<file path="src/rtl/id_ex_pipe_reg.sv">
// ID/EX pipeline register: latches the decoded control word and ID operands into EX,
// detects load-use hazards, applies flush/hold, and counts inserted bubbles.
module id_ex_pipe_reg #(
   parameter int DATA_W = 32,
   parameter int REG_AW = 5,
   parameter int CNT_W  = 16
) (
   input  logic              clk,
   input  logic              rst_n,
   input  logic              hold_i,
   input  logic              flush_i,
   input  logic              id_valid,
   input  logic [1:0]        id_RegDst,
   input  logic              id_ALUSrc,
   input  logic              id_MemtoReg,
   input  logic              id_RegWrite,
   input  logic              id_MemRead,
   input  logic              id_MemWrite,
   input  logic              id_Jump,
   input  logic              id_BranchBEQ,
   input  logic              id_BranchBNE,
   input  logic [1:0]        id_RegWriteSrc,
   input  logic [2:0]        id_ALUOp,
   input  logic [DATA_W-1:0] id_pc4,
   input  logic [DATA_W-1:0] id_rs_data,
   input  logic [DATA_W-1:0] id_rt_data,
   input  logic [DATA_W-1:0] id_imm,
   input  logic [REG_AW-1:0] id_rs,
   input  logic [REG_AW-1:0] id_rt,
   input  logic [REG_AW-1:0] id_rd,
   input  logic [REG_AW-1:0] id_shamt,
   input  logic [5:0]        id_funct,
   output logic              ex_valid,
   output logic [1:0]        ex_RegDst,
   output logic              ex_ALUSrc,
   output logic              ex_MemtoReg,
   output logic              ex_RegWrite,
   output logic              ex_MemRead,
   output logic              ex_MemWrite,
   output logic              ex_Jump,
   output logic              ex_BranchBEQ,
   output logic              ex_BranchBNE,
   output logic [1:0]        ex_RegWriteSrc,
   output logic [2:0]        ex_ALUOp,
   output logic [DATA_W-1:0] ex_pc4,
   output logic [DATA_W-1:0] ex_rs_data,
   output logic [DATA_W-1:0] ex_rt_data,
   output logic [DATA_W-1:0] ex_imm,
   output logic [REG_AW-1:0] ex_rs,
   output logic [REG_AW-1:0] ex_rt,
   output logic [REG_AW-1:0] ex_rd,
   output logic [REG_AW-1:0] ex_shamt,
   output logic [5:0]        ex_funct,
   output logic              stall_o,
   output logic [CNT_W-1:0]  bubble_cnt
);

   logic load_use;
   logic kill_ctrl;
   logic load_data;
   logic cnt_inc;

   // Both source fields are compared whatever the format; a false stall costs one cycle.
   assign load_use = id_valid & ex_valid & ex_MemRead & (ex_rt != '0) &
                     ((ex_rt == id_rs) | (ex_rt == id_rt));

   assign stall_o   = load_use & ~flush_i;
   assign kill_ctrl = flush_i | load_use | ~id_valid;
   assign load_data = ~flush_i & ~load_use;
   assign cnt_inc   = ~flush_i & load_use & ~(&bubble_cnt);

   always_ff @(posedge clk or negedge rst_n) begin
      if (!rst_n) begin
         ex_valid       <= 1'b0;
         ex_RegDst      <= '0;
         ex_ALUSrc      <= 1'b0;
         ex_MemtoReg    <= 1'b0;
         ex_RegWrite    <= 1'b0;
         ex_MemRead     <= 1'b0;
         ex_MemWrite    <= 1'b0;
         ex_Jump        <= 1'b0;
         ex_BranchBEQ   <= 1'b0;
         ex_BranchBNE   <= 1'b0;
         ex_RegWriteSrc <= '0;
         ex_ALUOp       <= '0;
      end else if (!hold_i) begin
         if (kill_ctrl) begin
            ex_valid       <= 1'b0;
            ex_RegDst      <= '0;
            ex_ALUSrc      <= 1'b0;
            ex_MemtoReg    <= 1'b0;
            ex_RegWrite    <= 1'b0;
            ex_MemRead     <= 1'b0;
            ex_MemWrite    <= 1'b0;
            ex_Jump        <= 1'b0;
            ex_BranchBEQ   <= 1'b0;
            ex_BranchBNE   <= 1'b0;
            ex_RegWriteSrc <= '0;
            ex_ALUOp       <= '0;
         end else begin
            ex_valid       <= 1'b1;
            ex_RegDst      <= id_RegDst;
            ex_ALUSrc      <= id_ALUSrc;
            ex_MemtoReg    <= id_MemtoReg;
            ex_RegWrite    <= id_RegWrite;
            ex_MemRead     <= id_MemRead;
            ex_MemWrite    <= id_MemWrite;
            ex_Jump        <= id_Jump;
            ex_BranchBEQ   <= id_BranchBEQ;
            ex_BranchBNE   <= id_BranchBNE;
            ex_RegWriteSrc <= id_RegWriteSrc;
            ex_ALUOp       <= id_ALUOp;
         end
      end
   end

   // Operands keep their last value on flush/bubble; only the control word is zeroed.
   always_ff @(posedge clk or negedge rst_n) begin
      if (!rst_n) begin
         ex_pc4     <= '0;
         ex_rs_data <= '0;
         ex_rt_data <= '0;
         ex_imm     <= '0;
         ex_rs      <= '0;
         ex_rt      <= '0;
         ex_rd      <= '0;
         ex_shamt   <= '0;
         ex_funct   <= '0;
      end else if (!hold_i && load_data) begin
         ex_pc4     <= id_pc4;
         ex_rs_data <= id_rs_data;
         ex_rt_data <= id_rt_data;
         ex_imm     <= id_imm;
         ex_rs      <= id_rs;
         ex_rt      <= id_rt;
         ex_rd      <= id_rd;
         ex_shamt   <= id_shamt;
         ex_funct   <= id_funct;
      end
   end

   always_ff @(posedge clk or negedge rst_n) begin
      if (!rst_n) begin
         bubble_cnt <= '0;
      end else if (!hold_i && cnt_inc) begin
         bubble_cnt <= bubble_cnt + 1'b1;
      end
   end

endmodule

</file>
<file path="config.mk">
export PLATFORM = sky130hd
export DESIGN_NAME = id_ex_pipe_reg
export DESIGN_NICKNAME = d
export VERILOG_FILES = /design/src/rtl/id_ex_pipe_reg.sv
export SDC_FILE = /design/constraint.sdc
export NUM_CORES = 1
export LEC_CHECK = 0
export CAP_MARGIN = 20
export CORE_ASPECT_RATIO = 1.25
export CORE_UTILIZATION = 35
export DETAILED_ROUTE_END_ITERATION = 8
export GPL_TIMING_DRIVEN = 1
export HOLD_SLACK_MARGIN = 0.05
export PLACE_DENSITY = 0.71
export SLEW_MARGIN = 30
export SYNTH_ARGS = -nofsm -noshare
export SYNTH_HDL_FRONTEND = slang
export SYNTH_SLANG_ARGS = --single-unit
</file>
<file path="constraint.sdc">
create_clock -name clk -period 2.4 [get_ports clk]
set_input_delay 0.6 -clock clk [delete_from_list [all_inputs] [get_ports clk]]
set_output_delay 0.6 -clock clk [all_outputs]
set_load 0.1 [all_outputs]
</file>
==> metrics.yaml <==
synth:
  yosysMostFrequentCell: "dfrtp_1"
  synth_area_leaders: "dfrtp_1, mux2_2, mux2_4, xnor2_1, a22o_1"
  synth_top_cells_by_count: "dfrtp_1, mux2_2, mux2_4"
  synth_area_per_cell_um2: 16.23
  synthFlopType: "dfrtp_1"
  yosysTopAreaCell: "dfrtp_1"
  synth_fp_nets: 636
  yosysSeqAreaShare: 0.6222
  synthCells: 461
  synth_top_area_frac: 0.6222
  ys_ff_latch: 186
  synth_edf_count: 0
  synth_cell_types: 26
  async_flop_share: 1.000
  syn_area_mm2: 0.007481
  yosys_warnings: 0
outcome:
  outcome: "finished, violations left"
  violations: "negative setup slack"
timing:
  fmax_mhz: 415.3
  worst_pin_slew_ns: 0.4411
  hold_viol: 0
  fin_tns_setup_ns: -0.008035
  worst_clock_skew_ns: 0.009772
  setup_viol: 1
  drv_slew: 0
  fin_hold_ws_ns: 0.09901
  slew_headroom: 0.7059
  layout_min_cycle_time_ns: 2.408
  fin_ws_ns: -0.008035
  period_share: 1.003
  rsz0062_at_grt: "yes"
detailed_routing:
  dr_total_vias: 5322
  totalWireLength_um: 19820
  drtIter0Drc: 126
  route.detailed.drc: 0
  ant_nets: 0
  vias_per_cell: 4.636
  drtPass1Iterations: 4
  wl_per_cell_um: 17.27
floorplan:
  start_util: 0.3581
  io_pins: 361
  die_w_um: 132.8
  dieArea_mm2: 0.02197
  num_rows: 59
  die_h_um: 165.5
  core_mm2: 0.02089
cells_and_area:
  diodes: 0
  multiInputGateArea_mm2: 0.002764
  fin_nets: 1036
  fillers: 1714
  seq_area_mm2: 0.004676
  instances_no_fill: 1148
  area_growth_pct: 60.06
  drive_above_1_share: 0.5000
  design_area_mm2: 0.01197
power:
  power.density_mw_per_mm2: 957.9
  clock_power_share: 0.247
  p_leak_nw: 5.481
  seqPwrFrac: 0.330
  p_int_mw: 6.341
  switching_share: 0.4472
  switching_power_mw: 5.129
  irDropWorstVdd_v: 0.0005069
  p_comb_frac: 0.422
placed_design:
  dp.cells: 1108
  placed_cell_area_mm2: 0.01125
  port_buffers: 360
  dp_hpwl_um: 15040
  place.gp.congestion: 0.7647
clock_network:
  cts-buffers-inserted: 17
  clk_pin_slew_ns: 0.08
  ctsRootBufferMaster: "clkbuf_16"
  h-tree-depth: 4
  cts_tree: "yes"
  clock_latency_ns: 0.43
  cts.sinks: 186
  clk_path_buf_depth: 2
setup_path:
  critPathMaxStageDelay_ns: 0.54
  worstSetupStartpointType: "flip-flop"
  reg2reg_from: "ex_rt[0]"
  crit_arrival_ns: 1.81
  path_class: "flip-flop to output port"
  crit_path_top_delay_cell: "dfrtp_4"
  worstSetupStartpoint: "ex_rt[2]"
  critical_path_required_ns: 1.80
  timing.critical_path.buf_inv: 1
  worstPathMaxFanout: 4
  crit_chain: "xnor2_2, nand3_2, o22ai_4, nand2_4, nor2_4, buf_12"
  crit_family: "flip-flops"
  crit_path_end_kind: "output port"
  reg2reg_depth: 9
  path_depth: 6
grt:
  grt_pass1_vias: 5519
  grt_max_degree: 57
  antenna_found_initial: 0
  grt_usage: 0.1795
  grt_pass1_wl_um: 30060
  grt-ovfl-total: 0
min_path:
  hp-class: "primary input to async pin"
run:
  maxCapViolCount: 0
[layer usage]
metal | global-route usage | share of wire | wire (um) | vias up
met3 | 0.05861 | 0.072 | 1436 | 26
met2 | 0.3220 | 0.54 | 10620 | 219
met1 | 0.1995 | 0.37 | 7433 | 2635
li1 | - | - | - | 2442
met4 | 0.06270 | 0.017 | 338 | 0
met5 | 0 | 0 | 0 | -
[placed cells by master, fill, tap and decap left out, types with 2 or more instances in the layout]
master / Yosys / routed
buf_4: 0 / 220
dfrtp_1: 186 / 179
clkdlybuf4s50_1: 0 / 162
mux2_2: 95 / 95
mux2_4: 60 / 60
xnor2_1: 24 / 19
clkbuf_16: 0 / 17
a22o_1: 15 / 15
nand4_1: 10 / 10
dlygate4sd2_1: 0 / 10
buf_12: 0 / 10
nand3_1: 10 / 8
nor2_1: 8 / 7
inv_8: 0 / 6
nand2_1: 6 / 5
dfrtp_4: 0 / 5
xnor2_2: 0 / 3
and4_1: 3 / 3
and3_1: 3 / 3
inv_6: 0 / 3
nand3_2: 0 / 2
xnor2_4: 0 / 2
a21oi_1: 2 / 2
nor2b_1: 2 / 2
nand4b_1: 2 / 2
nor3_1: 3 / 2
nor3b_1: 2 / 2
clkinv_4: 0 / 2
dfrtp_2: 0 / 2
[state kept, by name (all words and copies together) (netlist names), 2 cells and up]
signal and flops:
ex_rs 5, ex_RegDst 2, ex_pc4 32, ex_imm 32
ex_rt 5, ex_rd 5, ex_ALUOp 3, bubble_cnt 16
ex_rt_data 32, ex_rs_data 32, ex_RegWriteSrc 2, ex_funct 6
ex_shamt 5
[path summary, 6_finish.rpt]
check / endpoint / slack (ns)
max: stall_o / -0.008
min: ex_rt_data[27] / 0.1
max reg2reg: ex_pc4[17] / 0.11
min reg2reg: bubble_cnt[15] / 0.50
max in group asynchronous: ex_BranchBNE / 1.60
min in group clk: bubble_cnt[15] / 0.50
[power groups by stage]
stage / combinational, mW / clock (mW) / sequential (mW)
2_1_floorplan: 0.621 / 0 / 6.77
3_5_place_dp: 4.81 / 0 / 3.84
6_report: 4.84 / 2.84 / 3.79
3_3_place_gp: 4.80 / 0 / 3.83
5_1_grt: 4.97 / 3.05 / 3.84
4_1_cts: 4.85 / 2.93 / 3.79
[per-stage QoR]
stage / total power [mW] / setup WS, ns / utilization
after CTS: 11.57 / -0.05239 / 0.5704
final: 11.47 / -0.008035 / 0.5732
after floorplan: 7.389 / -0.1355 / -
after detailed placement: 8.659 / -0.2641 / 0.5386
after global placement: 8.631 / -0.2580 / 0.5386
after global routing: 11.86 / -0.1070 / 0.5732
[layout make-up]
cell class | instances | area share
flip-flops and latches | 186 | 0.3905
repair buffers | 404 | 0.3006
multi-input cells | 252 | 0.2308
clock buffers | 19 | 0.03699
well taps | 274 | 0.02863
clock inverters | 13 | 0.01243
[logic make-up (layout without fill, tap and decap cells)]
kind of cell	count (synthesis)	count (layout)	synth area share
compound gates	20	20	0.02409
xor+xnor	25	25	0.02927
fa+ha+maj	1	1	0.001672
buf+inv	23	436	0.02141
flops	186	186	0.6222
mux	155	155	0.2634
simple gates	51	51	0.03797
[timing repair]
action	in CTS	in global routing
hold buffers	0	0
setup buffers	6	2
gates resized for setup	16	5
setup endpoints to repair	1	1
pin swaps	7	2
Note: power is estimated with default switching activity, not from simulation.
